<file path="src/rtl/atctlc2axi500_hs_tx.sv">
// atctlc2axi500_hs_tx: source end of a 2-phase toggle req/ack CDC handshake with held multi-bit payload
module atctlc2axi500_hs_tx #(
  parameter int DATA_WIDTH = 32,
  parameter int SYNC_STAGE = 2,
  parameter logic [DATA_WIDTH-1:0] DATA_RESET = '0
) (
  input  logic                  clk,
  input  logic                  resetn,
  input  logic                  src_valid,
  output logic                  src_ready,
  input  logic [DATA_WIDTH-1:0] src_data,
  output logic                  req,
  output logic [DATA_WIDTH-1:0] xfer_data,
  input  logic                  ack,
  output logic                  done,
  output logic                  busy,
  output logic                  err
);
  if (SYNC_STAGE < 2) begin : g_bad_sync
    $error("atctlc2axi500_hs_tx: SYNC_STAGE must be >= 2");
  end
  typedef enum logic [1:0] {RST_WAIT, IDLE, WAIT_ACK} state_t;
  state_t state_q, state_d;
  logic src_ready_q, src_ready_d, busy_q, busy_d, done_q, done_d;
  logic err_q, err_d, req_q, req_d, ack_prev_q;
  logic [DATA_WIDTH-1:0] xfer_data_q, xfer_data_d;
  logic [SYNC_STAGE-1:0] ack_sync_q, ack_sync_d;
  logic ack_s;
  assign ack_s = ack_sync_q[SYNC_STAGE-1];
  assign ack_sync_d = {ack_sync_q[SYNC_STAGE-2:0], ack};
  always_comb begin
    state_d     = state_q;
    src_ready_d = src_ready_q;
    busy_d      = busy_q;
    done_d      = 1'b0;
    err_d       = err_q;
    req_d       = req_q;
    xfer_data_d = xfer_data_q;
    case (state_q)
      RST_WAIT: begin
        src_ready_d = 1'b1;
        state_d     = IDLE;
      end
      IDLE: begin
        // any ack edge while nothing is outstanding is a destination fault
        err_d = err_q | (ack_s != ack_prev_q);
        if (src_valid && src_ready_q) begin
          xfer_data_d = src_data;
          req_d       = ~req_q;
          src_ready_d = 1'b0;
          busy_d      = 1'b1;
          state_d     = WAIT_ACK;
        end
      end
      WAIT_ACK: begin
        if (ack_s == req_q) begin
          done_d      = 1'b1;
          busy_d      = 1'b0;
          src_ready_d = 1'b1;
          state_d     = IDLE;
        end
      end
      default: state_d = RST_WAIT;
    endcase
  end
  always_ff @(posedge clk or negedge resetn) begin
    if (!resetn) begin
      state_q     <= RST_WAIT;
      src_ready_q <= 1'b0;
      busy_q      <= 1'b0;
      done_q      <= 1'b0;
      err_q       <= 1'b0;
      req_q       <= 1'b0;
      xfer_data_q <= DATA_RESET;
      ack_sync_q  <= '0;
      ack_prev_q  <= 1'b0;
    end else begin
      state_q     <= state_d;
      src_ready_q <= src_ready_d;
      busy_q      <= busy_d;
      done_q      <= done_d;
      err_q       <= err_d;
      req_q       <= req_d;
      xfer_data_q <= xfer_data_d;
      ack_sync_q  <= ack_sync_d;
      ack_prev_q  <= ack_s;
    end
  end
  assign src_ready = src_ready_q;
  assign busy      = busy_q;
  assign done      = done_q;
  assign err       = err_q;
  assign req       = req_q;
  assign xfer_data = xfer_data_q;
endmodule

</file>
<file path="config.mk">
export PLATFORM = sky130hd
export DESIGN_NAME = atctlc2axi500_hs_tx
export DESIGN_NICKNAME = d
export VERILOG_FILES = /design/src/rtl/atctlc2axi500_hs_tx.sv
export SDC_FILE = /design/constraint.sdc
export NUM_CORES = 1
export LEC_CHECK = 0
export ABC_CLOCK_PERIOD_IN_PS = 4000
export BUFFER_PORTS_ARGS = -buffer_cell sky130_fd_sc_hd__buf_4
export CAP_MARGIN = 20
export CORE_AREA = 2 2 56 69
export CTS_BUF_LIST = sky130_fd_sc_hd__clkbuf_4
export CTS_CLUSTER_SIZE = 30
export DETAILED_ROUTE_END_ITERATION = 7
export DIE_AREA = 0 0 58 71
export PLACE_DENSITY = 0.81
export SLEW_MARGIN = 40
export SYNTH_ARGS = -nofsm -noshare
export SYNTH_HDL_FRONTEND = slang
export SYNTH_SLANG_ARGS = --single-unit
</file>
<file path="constraint.sdc">
create_clock -name clk -period 4 [get_ports clk]
set_input_delay 0.8 -clock clk [delete_from_list [all_inputs] [get_ports clk]]
set_output_delay 0.8 -clock clk [all_outputs]
set_load 0.05 [all_outputs]
</file>
### Word-level counts from Yosys, hierarchy flattened

Cells that the tools add are included.

| cells by class | value |
|---|---|
| bitwise logic cells | 2 |
| reductions and logical operators | 8 |
| mux-type cells | 11 |
| equality and inequality tests | 6 |

Operators with widths:

| kind | count |
|---|---|
| 2-to-1 mux 1 bit | 6 |
| one-hot mux 2 bit (3 select lines) | 1 |
| AND reduction 3 bit | 2 |
| 2-to-1 mux 2 bit | 2 |
| inequality test 2 bit, second input constant | 2 |
| AND reduction 2 bit | 2 |
| one-hot mux 1 bit (3 select lines) | 1 |
| nonzero test 3 bit | 1 |
| equality test 2 x 1 -> 1 bit, second input constant | 1 |
| equality test 2 bit, second input constant | 1 |
| logical NOT 2 bit | 1 |
| one-hot mux 1 bit (2 select lines) | 1 |
| nonzero test 2 bit | 1 |
| equality test 1 bit | 1 |
| logical AND 1 bit | 1 |
| inequality test 1 bit | 1 |
| NOT 1 bit | 1 |
| bitwise OR 1 bit | 1 |

| storage, ports and cells | value |
|---|---|
| register bits | 42 |
| output and inout bits | 37 |
| input bits | 36 |

### Logic depth before layout (Yosys ltp)

| depth | value |
|---|---|
| depth in word-level cells | 3 |
| depth in mapped cells | 4 |

### Least setup slack after synthesis

No wires, ideal clock.

| path | value |
|---|---|
| path type | input to register |
| from | in src_valid |
| to | reg xfer_data_q[0] (netlist: xfer_data[0]) |
| stages | 3 |
| data required time | 3.875 ns |
| slack | 2.421 ns |
| arrival time | 1.454 ns |
| cells stage by stage | nand4_4 buf_6 mux2_4 |

| between the ends | value |
|---|---|
| longest elaborated chain between the ends | 2 |

RTL lines:

| item | line | source |
|---|---|---|
| from (decl) | 9 | `input logic src_valid,` |
| logical AND 1 bit | 47 | `if (src_valid && src_ready_q) begin` |
| AND reduction 2 bit (no line) | - |  |
| to (signal assigned) | 84 | `xfer_data_q <= xfer_data_d;` |
| to (decl) | 26 | `logic [DATA_WIDTH-1:0] xfer_data_q, xfer_data_d;` |

Every way passes these cells.
A chain may end at the register's enable or synchronous reset.

### Worst setup path after layout

| path | value |
|---|---|
| from | reg src_ready_q (netlist: src_ready) |
| to | out src_ready |

RTL lines:

| item | line | source |
|---|---|---|
| from (decl) | 24 | `logic src_ready_q, src_ready_d, busy_q, busy_d, done_q, done_d;` |
| from (signal assigned) | 79 | `src_ready_q <= src_ready_d;` |
| to (decl) | 10 | `output logic src_ready,` |

No word-level cell between the ends.

==> impl_metrics.toml <==
[status]
status = "finished clean"

[timing]
worstMarginPinSlew_ns = 0.509
finClkSkew_ns = 0.00796
drv_slew = 0
max_slew_margin = 0.660
final-setup-viol-count = 0
hold_viol = 0
min_period_ns = 1.83
max_freq_ghz = 0.548
rsz0062_at_grt = "false"
tns_ns = 0
layout_worst_path_cycle_share = 0.456

[global_route]
grt_pass1_wl_mm = 5.11
track_usage = 0.168
grt_max_degree = 43
gr-total-overflow = 0
antenna_found_initial = 0
grt_pass1_vias = 1047

[synth]
synth-seq-cells = 42
syn_area_um2 = 1670
yosysSeqAreaShare = 0.630
synth.avg_cell_area_um2 = 17.6
yosysWarnings = 0
netlist_instances = 95
synth_fp_nets = 131
ys_types = 16

[cells_and_area]
multi_input_area_um2 = 572
nets = 208
nFillCells = 249
drive_above_1_share = 0.665
n_antenna_cell = 0
regArea_um2 = 1050
syn_to_final_growth_pct = 39.5

[die]
io_pins = 73
die_x_um = 58
initial_utilization = 0.479
core_um2 = 3480
die_area_um2 = 4120
row_count = 24
die_h_um = 71

[setup_path]
path_buf_inv = 1
required_ns = 3.20
startpoint_type = "flip-flop"
end_kind = "output pin"
cp_slowest_stage_delay_ns = 0.45
crit_fanout = 4
arrival_ns = 1.03
critPathTopFamily = "flip-flops"
worst_path_max_delay_cell = "dfrtp_1"
criticalPathCategory = "flip-flop to output pin"
crit_chain = "buf_4"
r2r_setup_slack_ns = 2.43

[clocking]
cts.sink_count = 42
cts_buffer_depth = 2
cts_resized = 0
cts.htree.levels = 2
clk_pin_slew_ns = 0.12
post-cts-setup-buffers = 0
cts_buffers = 5
cts_hold_buf = 0
cts_tree = "done"
clockRootBuffer = "clkbuf_4"
clk_latency_ns = 0.34

[routing]
antenna_left = 0
via_count = 1022
drt_iter0_drc = 11
via_per_inst = 4.82
drc = 0
drt-total-wl_mm = 3.15
wl_per_cell_um = 14.9
first_pass_iters = 3

[place]
port_buffers = 72
hpwl_mm = 2.25
place.gp.congestion = 0.696

[min_path]
min_path_type = "flip-flop to flip-flop"

[job]
max_cap_viol_count = 0
==> cell families after synthesis <==
logic type | Yosys count | share of synthesized area
buffers and inverters | 6 | 0.0270
AND/OR/NAND/NOR | 6 | 0.0263
flip-flops | 42 | 0.630
multiplexers | 32 | 0.277
XOR/XNOR | 3 | 0.0158
AO/OA/AOI/OAI | 6 | 0.0240
==> stage by stage <==
| stage | area, um^2 | std cells | setup WS [ns] | utilization | hold slack, ns |
|---|---|---|---|---|---|
| 4_1_cts | 2310 | 211 | 2.09 | 0.662 | 0.370 |
| 3_3_place_gp | 2220 | 203 | 1.81 | 0.638 | 0.334 |
| 2_1_floorplan | 1670 | 95 | 2.42 | - | 0.331 |
| 6_report | 2330 | 212 | 2.17 | 0.668 | 0.368 |
| 3_5_place_dp | 2220 | 203 | 1.74 | 0.638 | 0.341 |
| 5_1_grt | 2330 | 212 | 2.11 | 0.668 | 0.385 |
==> cell usage after synthesis <==
master    instances  share of area
mux2_2            5          0.034
nor2_1            1         0.0022
dfrtp_1          42           0.63
a31o_2            1         0.0053
nand2_1           2         0.0045
xnor2_1           1         0.0053
o21ai_0           3         0.0090
a32oi_1           1         0.0053
inv_1             3         0.0068
nand4_4           1          0.013
mux2_4           27           0.24
nand3_1           1         0.0030
buf_6             3          0.020
a21o_1            1         0.0045
nand2b_1          1         0.0038
xor2_1            2          0.011
==> worst paths after layout <==
kind,from,endpoint,cells past startpoint
setup / recovery,src_ready,src_ready,1
hold / removal,ack_sync_q[0],ack_sync_q[1],0
setup reg to reg,state_q[1],xfer_data[20],4
hold reg to reg,ack_sync_q[0],ack_sync_q[1],0
max in group asynchronous,resetn,xfer_data[31],1
min in group asynchronous,resetn,xfer_data[8],1
==> worst register-to-register path, stage by stage, from the launching register on <==
cell and delay [ns]:
dfrtp_1 0.41, inv_1 0.16, nand4_4 0.29, buf_12 0.29, mux2_4 0.31
==> per-layer routing <==
| layer | GRT usage | vias up | wire length, um |
|---|---|---|---|
| met5 | 0 | - | 0 |
| met4 | 0.0698 | 0 | 51 |
| met3 | 0.0713 | 6 | 248 |
| met2 | 0.247 | 46 | 1570 |
| met1 | 0.217 | 488 | 1280 |
| li1 | - | 482 | - |
==> state kept, by name, summed over array words and instances, names as in the netlist <==
| name | count |
|---|---|
| err | 1 |
| busy | 1 |
| ack_prev_q | 1 |
| done | 1 |
| src_ready | 1 |
| xfer_data | 32 |
| req | 1 |
| ack_sync_q | 2 |
| state_q | 2 |
==> area by class of cell <==
cell class | count | share of cell area
Sequential cell | 42 | 0.452
Multi-Input combinational cell | 47 | 0.246
Timing Repair Buffer | 73 | 0.241
Tap cell | 39 | 0.0210
Clock buffer | 6 | 0.0194
Clock inverter | 2 | 0.0161
Inverter | 3 | 0.00484
==> cell usage in the layout (no fill, tap or decap), drive strengths merged <==
cell / instances
buf: 73
dfrtp: 42
mux2: 32
clkbuf: 6
inv: 3
o21ai: 3
xor2: 2
nand2: 2
nand2b: 1
nor2: 1
nand4: 1
nand3: 1
a31o: 1
xnor2: 1
a21o: 1
a32oi: 1
bufinv: 1
clkinvlp: 1
Power is left out: the tool's default activity adds up to more than one toggle a clock period on the data nets, which glitch-free logic cannot reach.
